## config.mk

```make
export PLATFORM = sky130hd
export DESIGN_NAME = load_store_unit
export DESIGN_NICKNAME = d
export VERILOG_FILES = /design/src/rtl/load_store_unit.sv
export SDC_FILE = /design/constraint.sdc
export NUM_CORES = 1
export LEC_CHECK = 0
export ABC_AREA = 1
export CAP_MARGIN = 5
export CORE_MARGIN = 3
export CORE_UTILIZATION = 53
export DETAILED_ROUTE_END_ITERATION = 8
export PLACE_DENSITY = 0.87
export SETUP_SLACK_MARGIN = 0.3
export SLEW_MARGIN = 30
export SYNTH_ARGS = -nofsm -noshare
export SYNTH_HDL_FRONTEND = slang
export SYNTH_SLANG_ARGS = --single-unit
export TNS_END_PERCENT = 100
```

## constraint.sdc

```tcl
create_clock -name clk -period 10.54 [get_ports clk]
set_input_delay 2.108 -clock clk [delete_from_list [all_inputs] [get_ports clk]]
set_output_delay 2.108 -clock clk [all_outputs]
set_load 0.01 [all_outputs]
```

## src/rtl/load_store_unit.sv

```systemverilog
// Load/store unit: steers byte-addressed loads/stores onto a word-addressed data memory,
// extends load data and splits word-crossing accesses into two sequential word accesses.
module load_store_unit #(
    parameter int unsigned WORD_ADDR_W = 15
) (
    input  logic                   clk,
    input  logic                   rst_n,
    input  logic                   req_valid,
    output logic                   req_ready,
    input  logic                   req_store,
    input  logic [2:0]             req_funct3,
    input  logic [31:0]            req_addr,
    input  logic [31:0]            req_wdata,
    output logic                   resp_valid,
    output logic [31:0]            resp_rdata,
    output logic                   resp_err,
    output logic [3:0]             mem_we,
    output logic [WORD_ADDR_W-1:0] mem_r_addr,
    output logic [WORD_ADDR_W-1:0] mem_w_addr,
    output logic [31:0]            mem_w_data,
    input  logic [31:0]            mem_r_data
);
    localparam logic [2:0] IDLE    = 3'd0;
    localparam logic [2:0] LD_WAIT = 3'd1;
    localparam logic [2:0] LD_LO   = 3'd2;
    localparam logic [2:0] LD_HI   = 3'd3;
    localparam logic [2:0] ST_HI   = 3'd4;

    logic [2:0]             state_q, state_d;
    logic [WORD_ADDR_W-1:0] w_q, w_inc;
    logic [1:0]             off_q;
    logic [2:0]             funct3_q;
    logic [3:0]             hi_mask_q;
    logic [31:0]            hi_data_q, lo_word_q;

    logic [1:0]             off;
    logic [WORD_ADDR_W-1:0] word;
    logic [2:0]             size;
    logic [3:0]             size_mask;
    logic                   legal, split, range_err, err, accept;
    logic [7:0]             mask_wide;
    logic [63:0]            data_wide;
    logic [31:0]            ld_lo, ld_hi, merged, load_ext;
    logic [5:0]             ld_shift;

    always_comb begin
        off  = req_addr[1:0];
        word = req_addr[WORD_ADDR_W+1:2];
        case (req_funct3[1:0])
            2'b00:   begin size = 3'd1; size_mask = 4'b0001; end
            2'b01:   begin size = 3'd2; size_mask = 4'b0011; end
            2'b10:   begin size = 3'd4; size_mask = 4'b1111; end
            default: begin size = 3'd4; size_mask = 4'b0000; end
        endcase
        // Unsigned forms (funct3[2]) exist only for loads of bytes/halves.
        legal = (req_funct3[1:0] != 2'b11) &&
                (!req_funct3[2] || (!req_store && req_funct3[1:0] != 2'b10));
        split     = ({1'b0, off} + size) > 3'd4;
        range_err = |req_addr[31:WORD_ADDR_W+2];
        err       = !legal || range_err || (split && (&word));
        mask_wide = {4'b0000, size_mask} << off;
        data_wide = {32'b0, req_wdata} << {off, 3'b000};
        req_ready = rst_n && (state_q == IDLE);
        accept    = req_valid && req_ready;
        w_inc     = w_q + WORD_ADDR_W'(1);
    end

    always_comb begin
        state_d = state_q;
        case (state_q)
            IDLE: begin
                if (accept && !err) begin
                    if (req_store) state_d = split ? ST_HI : IDLE;
                    else           state_d = split ? LD_LO : LD_WAIT;
                end
            end
            LD_LO:   state_d = LD_HI;
            default: state_d = IDLE;
        endcase
    end

    always_comb begin
        mem_r_addr = (state_q == LD_LO) ? w_inc : word;
        mem_w_addr = (state_q == ST_HI) ? w_inc : word;
        mem_w_data = (state_q == ST_HI) ? hi_data_q : data_wide[31:0];
        mem_we     = 4'b0000;
        if (accept && req_store && !err) begin
            mem_we = mask_wide[3:0];
        end else if (rst_n && state_q == ST_HI) begin
            mem_we = hi_mask_q;
        end
    end

    always_comb begin
        ld_lo    = (state_q == LD_HI) ? lo_word_q : mem_r_data;
        ld_hi    = (state_q == LD_HI) ? mem_r_data : 32'b0;
        ld_shift = 6'd32 - {1'b0, off_q, 3'b000};
        // A zero offset shifts the hi word fully out.
        merged   = (ld_lo >> {off_q, 3'b000}) | (ld_hi << ld_shift);
        case (funct3_q)
            3'b000:  load_ext = {{24{merged[7]}}, merged[7:0]};
            3'b001:  load_ext = {{16{merged[15]}}, merged[15:0]};
            3'b100:  load_ext = {24'b0, merged[7:0]};
            3'b101:  load_ext = {16'b0, merged[15:0]};
            default: load_ext = merged;
        endcase
    end

    always_ff @(posedge clk) begin
        if (!rst_n) begin
            state_q    <= IDLE;
            resp_valid <= 1'b0;
            resp_err   <= 1'b0;
            resp_rdata <= 32'b0;
            w_q        <= '0;
            off_q      <= 2'b00;
            funct3_q   <= 3'b000;
            hi_mask_q  <= 4'b0000;
            hi_data_q  <= 32'b0;
            lo_word_q  <= 32'b0;
        end else begin
            state_q    <= state_d;
            resp_valid <= 1'b0;
            resp_err   <= 1'b0;
            resp_rdata <= 32'b0;
            if (accept) begin
                w_q       <= word;
                off_q     <= off;
                funct3_q  <= req_funct3;
                hi_mask_q <= mask_wide[7:4];
                hi_data_q <= data_wide[63:32];
                if (err || (req_store && !split)) begin
                    resp_valid <= 1'b1;
                    resp_err   <= err;
                end
            end
            case (state_q)
                LD_WAIT, LD_HI: begin
                    resp_valid <= 1'b1;
                    resp_rdata <= load_ext;
                end
                LD_LO:   lo_word_q <= mem_r_data;
                ST_HI:   resp_valid <= 1'b1;
                default: ;
            endcase
        end
    end
endmodule
```

=== After elaboration in Yosys (flattened, before gate mapping) ===
Cells that the tools add are included.

* Register bits after elaboration: 125
* Input bits: 103

* Add/sub/neg operators: 3
* $lt $le $gt $ge: 1
* Eq/ne operators: 12
* Shift operators: 4
* Multiplexer cells: 18
* Bitwise gates (word level): 1
* Reductions and logical operators: 28

{| class="wikitable"
|+ Operator list
! kind !! number
|-
| 32-bit case mux with 4 select lines || 1
|-
| 32-bit 2-to-1 mux || 3
|-
| 32-bit by 5-bit << shifter with 64-bit output || 1
|-
| 32-bit bitwise OR || 1
|-
| 32-bit by 6-bit << shifter with 32-bit output || 1
|-
| 32-bit by 5-bit right shift with 32-bit output || 1
|-
| 15-bit 2-to-1 mux || 2
|-
| 15-bit by 1-bit adder with 15-bit output (second input constant) || 1
|-
| 15-bit AND reduction || 1
|-
| 15-bit OR reduction || 1
|-
| 3-bit case mux with 2 select lines || 2
|-
| 4-bit case mux with 3 select lines || 1
|-
| 1-bit logical AND || 10
|-
| 3-bit == test (second input constant) || 3
|-
| 3-bit 2-to-1 mux || 3
|-
| 4-bit 2-to-1 mux || 2
|-
| 4-bit by 2-bit << shifter with 8-bit output || 1
|-
| 3-bit by 1-bit == test with 1-bit output (second input constant) || 2
|-
| 3-bit by 2-bit == test with 1-bit output (second input constant) || 2
|-
| 3-bit logical NOT || 2
|-
| 6-bit by 5-bit subtractor with 6-bit output (first input constant) || 1
|-
| 1-bit logical NOT || 5
|-
| 1-bit logical OR || 4
|-
| 2-bit inequality test (second input constant) || 2
|-
| 12 further kinds || 14
|}

=== Logic depth before layout (Yosys ltp) ===
Gate-level depths: netlist of run 1.

* Depth after elaboration: 11
* Mapped depth: 17
* Depth with buffers taken out: 13

=== Worst setup path after synthesis of run 1 ===
OpenSTA, ideal clock, no wires.

* Path kind: input port to output port
* Start: in req_addr[1]
* End: out mem_we[0]
* Arrival time: 4230 ps
* Required time: 8432 ps
* Path slack: 4202 ps
* Stages on the path: 11
* Buffers on the path: 2
* Cells stage by stage: clkbuf_1 clkinv_1 clkbuf_1 fa_1 inv_1 nor2_1 nor3_1 nand3_1 and2_1 nand2_1 o21ai_0

* Word-level cells in the longest chain between the ends: 7

{| class="wikitable"
|+ RTL lines
! item !! RTL line !! RTL
|-
| from (decl) || 12 || <nowiki>input logic [31:0] req_addr,</nowiki>
|-
| 2-bit by 3-bit adder with 3-bit output || 58 || <nowiki>split = ({1'b0, off} + size) > 3'd4;</nowiki>
|-
| 3-bit greater-than comparator || 58 ||
|-
| 1-bit logical AND || 60 || <nowiki>err = !legal || range_err || (split && (&word));</nowiki>
|-
| 1-bit logical OR || 60 ||
|-
| 1-bit logical NOT || 87 || <nowiki>if (accept && req_store && !err) begin</nowiki>
|-
| 1-bit logical AND || 87 ||
|-
| 4-bit 2-to-1 mux * || 87 ||
|-
| to (decl) || 17 || <nowiki>output logic [3:0] mem_we,</nowiki>
|}

Every way passes the cells marked *; elsewhere a longest branch is shown, timed or not.

=== Worst setup path in the final report of run 1 ===
Same ends and word-level chain as after synthesis.

==> impl_results.md, run 1 <==
* Full die area at 15600 um^2
* Top-Level Pins at a little over 200
* Clk sinks at 116
* CP Capture Type: primary output
* Hpwl dp at 17350 um
* Clock Path Buffers at 2
* Data required, critical path at 8.43 ns
* Buf/Inv on CP at 4
* Final Power at 1.283 mW
* Max incr delay on CP at 1.06 ns
* Adder-cell share of the synthesized area at 0.01771
* Later-pin clock latency in the skew report at ~0.42 ns
* Final hold vios at 0
* Root buf cell: clkbuf_16
* First-pass GRT wire length at 40590 um
* Max Fclk at 129.5 MHz
* Slew at the pin closest to its max-slew limit at 0.9209 ns
* Number of global-route vias before repair at 8122
* Layout fillers at 1101
* Top FF cell, synth: dfxtp_1
* Initial Util at 0.5547
* Lkg Pwr at 4.443 nW
* Synthesis Warnings at 0
* Post-CTS setup repair buffer count at 0
* Die width at 124.9 um
* Slew headroom at 0.3846
* Area of the multi-input gates at 4364 um^2
* Simple-gate share of the synthesized area at 0.3429
* Synthesized Nets at 1371
* Post-Synth XOR/XNOR Area at 0.01286
* Worst VDD drop at 0.0001107 V
* CP Launch Type: primary input
* Fin Setup TNS at 0 ns
* CTS tree: yes
* Initial antenna violation count at 0
* WL per Instance at 15.60 um
* Final Wtd Congestion at ~0.93
* Row count at 42
* RSZ-0062 raised after global routing: no
* #FFs+latches synth at 116
* Remaining DRCs at 0
* Core area at 13510 um^2
* 1st-pass router iterations at 8
* H-tree depth at 4
* Cell type with the highest aggregate area in the netlist: dfxtp_1
* Max Cap Violations at 0
* Sequential fraction of the synthesis area at 0.3100
* Starting DRC count in detailed routing at between 1000 and 1500
* Synth top cells by count: 382 x nand2_1, 153 x o21ai_0, 117 x nand3_1
* Mux share of post-synthesis cell area at 0.001336
* Post-synth EDFFs at 0
* Cts hold-fix bufs at 0
* Compound-Gate Fraction of Synth Area at 0.2054
* Yosys cell types at 29
* Most numerous cell in the Yosys netlist: nand2_1
* Post-Syn Area at 7491 um^2
* Cell mode on critical path: clkdlybuf4s50_1
* Largest family of logic cells by synthesized area: simple AND/OR/NAND/NOR gates
* Top delay family on crit path: buffers and inverters
* Fin nets at 1517
* Total CTS buffers at 17
* Share of cells above drive strength 1 at 0.03952
* Critical path class: primary input to primary output
* WP data arrival at 5.61 ns
* DRT Wirelength at 24850 um
* Area growth, synth to finish at 34.26%
* Reg area at 2322 um^2
* Vias per Instance at 5.648
* Post-route ant nets at 0
* Via count at 8997
* Area contributors post-synth: dfxtp_1 31%, nand2_1 19%, o21ai_0 10%
* Fin crit share at 0.7324
* Clock skew at 0.007958 ns
* Period minus WS final at 7.720 ns
* Clock transition at path regs at 0.06 ns
* Share of the synthesized area in the top cell type at 0.3100
* Post-cts resize count at 0
* Worst Path Max Fanout at 26
* Setup-failing EPs final at 0
* Hold WC Path Type: register to register
* Async set-reset flop share out of synthesis at 0
* Avg Cell Area, Syn at 5.955 um^2
* Final global-route overflow total at 0
* N_diodes at 0
* Port Buffer Count at between 200 and 250
* Status: finished, final reports clean
* Height of the die at 124.9 um
* Cells after Synth at 1258
* Worst path cell trace: clkdlybuf4s50_1 > clkinv_1 > fa_1 > inv_1 > nor2_1 > nor3_1 > nand3_1 > and2_1 > nand2_1 > o21ai_0 > clkdlybuf4s50_1
* All-Layer GR Usage at 0.3112
* Cell area power density at 127.6 nW/um^2
* Slew Viols, Final at 0
* Pin count of the biggest net entering global routing at 66
* CP max-delay cell: clkdlybuf4s50_1
==> routing by layer <==
| metal | track usage | share of wire | up-vias |
|---|---|---|---|
| li1 | - | - | 4386 |
| met1 | 0.4075 | 0.42 | 4026 |
| met2 | 0.4975 | 0.45 | 519 |
| met3 | 0.07075 | 0.099 | 66 |
| met4 | 0.1244 | 0.030 | 0 |
| met5 | 0 | 0 | - |
==> final cells by class <==
cell class | count | area share
Multi-Input combinational cell | 936 | 0.4339
Timing Repair Buffer | 213 | 0.2088
Inverter | 120 | 0.04479
Sequential cell | 116 | 0.2309
Clock inverter | 13 | 0.01568
Tap cell | 176 | 0.02190
Clock buffer | 19 | 0.04404
==> path summary, 6_finish.rpt <==
| check | endpoint | depth (start not counted) | from | slack (ns) |
|---|---|---|---|---|
| max | mem_we[0] | 11 | req_addr[1] | 2.82 |
| max reg2reg | resp_rdata[23]$_SDFF_PN0_ | 11 | off_q[1]$_SDFFE_PN0N_ | 7.27 |
| min reg2reg | lo_word_q[14]$_SDFFE_PN0P_ | 2 | lo_word_q[14]$_SDFFE_PN0P_ | 0.46 |
| min | lo_word_q[14]$_SDFFE_PN0P_ | 2 | lo_word_q[14]$_SDFFE_PN0P_ | 0.46 |
==> cell families (layout without fill, tap and decap cells) <==
group                      count (synthesis)  in the layout
adders and majority gates                 10             10
muxes                                      1              1
AOI/OAI and AO/OA                        285            285
xor gates and xnor gates                  11             11
and+or+nand+nor                          629            629
buffers and inverters                    206            365
DFF                                      116            116
==> through the flow <==
step	util	cells	cell area, um^2	worst slack (ns)	hold WS [ns]
floorplan	-	1258	7491	4.202	0.4245
global placement	0.6996	1561	9449	3.030	0.4369
detailed placement	0.6996	1561	9449	2.881	0.4442
CTS	0.7441	1593	10050	2.874	0.4550
global route	0.7447	1593	10060	2.576	0.4763
finish	0.7447	1593	10060	2.820	0.4576
==> registers in the layout, summed over array words and instances, names as in the netlist <==
name / cells
funct3_q: 3
hi_data_q: 24
hi_mask_q: 3
lo_word_q: 32
off_q: 2
resp_err: 1
resp_rdata: 32
resp_valid: 1
state_q: 3
w_q: 15
==> worst register-to-register path: stages, from the launching register on <==
cell and delay (ns):
dfxtp_1 0.89, inv_1 0.17, ha_1 0.45, inv_2 0.11, nand2_2 0.22, inv_1 0.17
nand2_1 0.12, nand3_1 0.13, nand2_2 0.42, nand3_1 0.23, nand2_1 0.13, inv_1 0.11
==> power by group <==
group          internal [mW]  switching [mW]
Sequential             0.448         0.00865
Clock                  0.376           0.210
Combinational          0.107           0.134
Total                  0.931           0.352
==> layout by cell type (no fill, tap or decap), types with 4 or more instances in the layout <==
master,Yosys,routed
a21oi_1,81,81
dfxtp_1,116,116
nand3_1,117,117
nor3_1,11,11
o22a_1,8,8
o211ai_1,21,21
nand4_1,9,9
inv_1,115,114
ha_1,9,9
nor2_1,102,101
xor2_1,11,11
buf_4,5,11
clkinvlp_4,0,4
nand2_1,382,380
o22ai_1,11,11
clkdlybuf4s50_1,0,201
o21ai_0,153,153
a31oi_1,9,9
clkinv_2,0,4
clkbuf_16,0,17
nand2_2,4,5
Power figures use the tool's default switching activity.
==> inputs of run 2 (changes only) <==
Settings changed: CORE_UTILIZATION 53 to 49, PLACE_DENSITY 0.87 to 0.81.
Clock period 10.54 ns to 7.6 ns, I/O delays scaled along.
==> run 2 against run 1 <==
Against the previous run: global-route usage decreased by 2.5 points; first-iteration DRC count decreased by 18%; highest routed layer unchanged; combinational power up 39%; die area rose by 7.8%; register-to-register slack worse by 3.1 ns; sequential share of layout area about the same; setup slack got worse by 1.4 ns; sequential power up 39%; via count down 2.0%.
==> impl_results.md, run 2 (synthesis results as in run 1) <==
* Status: finished, final reports clean
* WP data arrival at 4.64 ns
* Clk sinks at 116
* Commonest cells after routing, fill and taps aside: 380 x nand2_1, 201 x clkdlybuf4s50_1, 153 x o21ai_0, 117 x nand3_1, 116 x dfxtp_1
* RSZ-0062 raised after global routing: no
* Die width at 129.6 um
* Slew at the pin closest to its max-slew limit at a little over 0.9 ns
* Pin count of the biggest net entering global routing at 66
* Height of the die at 129.6 um
* Final Wtd Congestion at between 0.9 and 1
* Vias per Instance at 5.508
* Max Fclk at around 160 MHz
* Cts hold-fix bufs at 0
* Final hold vios at 0
* Lkg Pwr at 4.452 nW
* Data required, critical path at about 6 ns
* Final std cells w/o fill at 1601
* Clock Power Share at 0.450
* Worst R2R Start: off_q[1]$_SDFFE_PN0N_
* Met2 usage at 0.4662
* CTS tree: yes
* Largest registers: lo_word_q (32), resp_rdata (32), hi_data_q (24)
* Layout fillers at 1351
* Setup-failing EPs final at 0
* Final global-route overflow total at 0
* Slew headroom at 0.3851
* Starting DRC count in detailed routing at 965
* Worst VDD drop at 0.0001942 V
* Via count at a little under 9000
* Port Buffer Count at just over 200
* Post-CTS setup repair buffer count at 0
* Area growth, synth to finish at 34.36%
* CP Capture Type: primary output
* Hpwl dp at 17100 um
* 1st-pass router iterations at 6
* Initial Util at 0.5077
* Register share of total power at 0.359
* First-pass GRT wire length at approximately 39000 um
* Share of cells above drive strength 1 at 0.03881
* Hold_sp: lo_word_q[11]$_SDFFE_PN0P_
* GR peak layer: met2
* Fin nets at 1520
* Gate power share at 0.190
* Core area at approximately 15000 um^2
* Worst Path Max Fanout at 5
* Max Cap Violations at 0
* Post-route ant nets at 0
* Switching Power at ~0.46 mW
* All-Layer GR Usage at 0.2860
* DRT Wirelength at 24590 um
* Setup crit start: req_funct3[0]
* Most common cell after layout, fill and taps aside: nand2_1
* WL per Instance at 15.36 um
* Critical path class: primary input to primary output
* Remaining DRCs at 0
* GRT met3 Usage at 0.06513
* Met1 usage at 0.3643
* Clock skew at 0.008613 ns
* Initial antenna violation count at 0
* Fin Setup TNS at 0 ns
* H-tree depth at 4
* Slew Viols, Final at 0
* Row count at 44
* N_diodes at 0
* Later-pin clock latency in the skew report at around 0.42 ns
* Full die area at 16810 um^2
* CP Launch Type: primary input
* Clock Path Buffers at 2
* Post-cts resize count at 0
* Root buf cell: clkbuf_16
* Switching Share at 0.2636
* Total CTS buffers at 17
* Clock transition at path regs at about 0.05 ns
* Hold WC Path Type: register to register
* Period minus WS final at 6.155 ns
* Fin crit share at 0.8099
* Number of global-route vias before repair at 7926
* Placed Cells at 1572
* Cell area power density at between 150 and 200 nW/um^2
* P_int at 1.298 mW
* Top-Level Pins at just over 200
==> run 2: stage by stage <==
| step | utilization | total power, mW | setup slack [ns] | hold WS (ns) | instance area (um^2) |
|---|---|---|---|---|---|
| final | 0.6822 | 1.763 | 1.445 | 0.4445 | 10060 |
| after global routing | 0.6822 | 1.825 | 1.247 | 0.4802 | 10060 |
| after CTS | 0.6820 | 1.763 | 1.463 | 0.4495 | 10060 |
| after detailed placement | 0.6423 | 0.9725 | 1.465 | 0.4422 | 9477 |
| after global placement | 0.6423 | 0.9710 | 1.573 | 0.4389 | 9477 |
| after floorplan | - | 0.8229 | 2.438 | 0.4245 | 7491 |
==> run 2: final timing paths <==
check / to / slack [ns] / cells after the start
worst max-delay path: mem_we[1] / 1.44 / 14
worst min register to register: lo_word_q[11]$_SDFFE_PN0P_ / 0.44 / 2
worst min-delay path: lo_word_q[11]$_SDFFE_PN0P_ / 0.44 / 2
worst max register to register: resp_rdata[15]$_SDFF_PN0_ / 4.20 / 13
==> run 2: worst max-delay path: stages <==
cell             delay, ns
clkdlybuf4s50_1       0.56
inv_1                 0.11
ha_1                  0.21
ha_1                  0.17
inv_1                 0.07
fa_1                  0.40
inv_1                 0.06
nor2_1                0.03
nor3_1                0.40
nand3_1               0.15
and2_1                0.20
nand2_1               0.15
o21ai_0               0.10
clkdlybuf4s50_1       0.49
==> run 2: power by group through the flow <==
stage	Sequential [mW]	Combinational, mW	Clock (mW)
4_1_cts	0.633	0.331	0.799
6_report	0.633	0.336	0.794
5_1_grt	0.634	0.368	0.823
3_3_place_gp	0.645	0.326	0
2_1_floorplan	0.640	0.182	0
3_5_place_dp	0.645	0.327	0
==> run 2: metal layers <==
metal / vias up / wire, um / share of wire
met5: - / 0 / 0
met4: 0 / 888 / 0.036
li1: 4383 / - / -
met2: 480 / 11380 / 0.46
met3: 74 / 2210 / 0.090
met1: 3882 / 10120 / 0.41
==> run 2: area by class of cell <==
| type | count | area, um^2 | area share |
|---|---|---|---|
| clock inverter | 4 | 70.07 | 0.006962 |
| inverter | 120 | 450.4 | 0.04475 |
| timing repair buffer | 216 | 2120 | 0.2106 |
| sequential | 116 | 2322 | 0.2307 |
| multi-input combinational | 936 | 4357 | 0.4329 |
| clock buffer | 25 | 515.5 | 0.05122 |
| tap | 184 | 230.2 | 0.02287 |
==> inputs of run 3 (changes only) <==
Settings changed: CORE_UTILIZATION 49 to 45, PLACE_DENSITY 0.81 to 0.78.
Clock period 7.6 ns to 5.2 ns, I/O delays scaled along.
==> run 3 against run 2 <==
Against the previous run: combinational power grew 46%; critical path depth shrank 1; first-iteration DRC count shrank 23%; routed wire length grew 2.4%; flip-flop and latch count is the same; critical endpoint is now mem_we[3].
==> impl_results.md, run 3 (synthesis results as in run 1) <==
* Commonest cells after routing, fill and taps aside: 379 x nand2_1, 197 x clkdlybuf4s50_1, 152 x o21ai_0, 117 x nand3_1, 116 x dfxtp_1
* Post-CTS setup repair buffer count at 0
* Slew headroom at 0.3984
* Clk sinks at 116
* Height of the die at 135.0 um
* Post-route ant nets at 0
* Clock transition at path regs at approximately 0.06 ns
* CP max-delay cell: clkdlybuf4s50_1
* RSZ-0062 raised after global routing: no
* Fin Hold WS at 0.4515 ns
* Switching Share at 0.2584
* Final std cells w/o fill at 1640
* Top delay family on crit path: buffers and inverters
* Total CTS buffers at 17
* Setup-failing EPs final at 0
* P_int at 2.001 mW
* First-pass GRT wire length at 40020 um
* 1st-pass router iterations at 8
* Remaining DRCs at 0
* Hold WC Path Type: register to register
* Final Wtd Congestion at a little over 0.9
* Port Buffer Count at just over 200
* Critical path class: primary input to primary output
* Hpwl dp at 17670 um
* CTS tree: yes
* Most common cell after layout, fill and taps aside: nand2_1
* H-tree depth at 4
* Die width at ~140 um
* Core area at 16120 um^2
* Setup WS post-layout at 0.5300 ns
* Final global-route overflow total at 0
* Placed Cells at about 1600
* Worst Path Max Fanout at 5
* DRT Wirelength at 25180 um
* Placed cell area at 9552 um^2
* Period minus WS final at 4.670 ns
* Status: finished, final reports clean
* Pin count of the biggest net entering global routing at 66
* Met2 usage at 0.4469
* Largest registers: lo_word_q (32), resp_rdata (32), hi_data_q (24)
* Met1 usage at 0.3429
* Register share of total power at 0.343
* Gate power share at 0.182
* Cell area power density at 264.6 nW/um^2
* Flop2flop setup slack at 2.06 ns
* WP data arrival at 3.63 ns
* Via count at 8889
* WL per Instance at 15.35 um
* Lkg Pwr at 4.521 nW
* Fin crit share at 0.8981
* Final hold vios at 0
* All-Layer GR Usage at 0.2706
* Max Cap Violations at 0
* Row count at 46
* Share of cells above drive strength 1 at 0.04424
* Vias per Instance at 5.420
* Data required, critical path at 4.16 ns
* Design area at 10200 um^2
* Clock Path Buffers at 2
* Initial antenna violation count at 0
* GRT met3 Usage at 0.06520
* Slew Viols, Final at 0
* Final design utilization at 0.6328
* Final Power at 2.698 mW
* GR peak layer: met2
* Buf/Inv on CP at 4
* CP Capture Type: primary output
* N_diodes at 0
* Number of global-route vias before repair at 8125
* Fin nets at 1524
* Post-cts resize count at 5
* Cts hold-fix bufs at 0
* Initial Util at 0.4648
* Clock skew at 0.008802 ns
* Max Fclk at 214.1 MHz
* Area of the multi-input gates at around 4400 um^2
* Switching Power at 0.6971 mW
* Root buf cell: clkbuf_16
* Area growth, synth to finish at 36.13%
* Worst VDD drop at 0.0002329 V
* Starting DRC count in detailed routing at about 750
* Layout fillers at between 1500 and 2000
* CP Launch Type: primary input
* DP Worst Slack at 0.02031 ns
* Reg area at 2322 um^2
* Full die area at 18230 um^2
* Max incr delay on CP at 0.56 ns
* Later-pin clock latency in the skew report at approximately 0.42 ns
* Worst path cell trace: dlygate4sd2_1 > inv_1 > ha_1 > ha_1 > inv_1 > fa_1 > nor3_1 > nor3_2 > nand3_1 > and2_1 > nand2_2 > nor3_1 > clkdlybuf4s50_1
* Slew at the pin closest to its max-slew limit at between 0.9 and 1 ns
* Top-Level Pins at 204
* Fin Setup TNS at 0 ns
* Clock Power Share at 0.475
[run 3: worst paths after layout]
path,startpoint,end,cells after the start
setup / recovery,req_funct3[1],mem_we[3],13
hold / removal,lo_word_q[11]$_SDFFE_PN0P_,lo_word_q[11]$_SDFFE_PN0P_,2
setup reg to reg,off_q[1]$_SDFFE_PN0N_,resp_rdata[22]$_SDFF_PN0_,14
hold reg to reg,lo_word_q[11]$_SDFFE_PN0P_,lo_word_q[11]$_SDFFE_PN0P_,2
[run 3: power by group through the flow]
| stage | combinational (mW) | sequential (mW) | clock, mW |
|---|---|---|---|
| CTS | 0.486 | 0.925 | 1.29 |
| finish | 0.490 | 0.925 | 1.28 |
| detailed placement | 0.481 | 0.943 | 0 |
| global route | 0.539 | 0.928 | 1.34 |
| global placement | 0.479 | 0.942 | 0 |
| floorplan | 0.267 | 0.936 | 0 |
[run 3: per-layer routing]
metal | vias up | routed length [um]
li1 | 4404 | -
met1 | 3963 | 10440
met2 | 464 | 11730
met3 | 58 | 2303
met4 | 0 | 714
met5 | - | 0
[run 3: area by class of cell]
type / instances / area share
repair buffers: 220 / 0.2103
clock buffers: 23 / 0.04589
inverters: 120 / 0.04417
clock inverters: 9 / 0.01718
well taps: 216 / 0.02650
flip-flops and latches: 116 / 0.2277
multi-input cells: 936 / 0.4282
[run 3: worst min-delay path, cell delays in order, from the launching register on]
cell     delay, ns
dfxtp_1       0.29
inv_1         0.06
a21oi_1       0.05
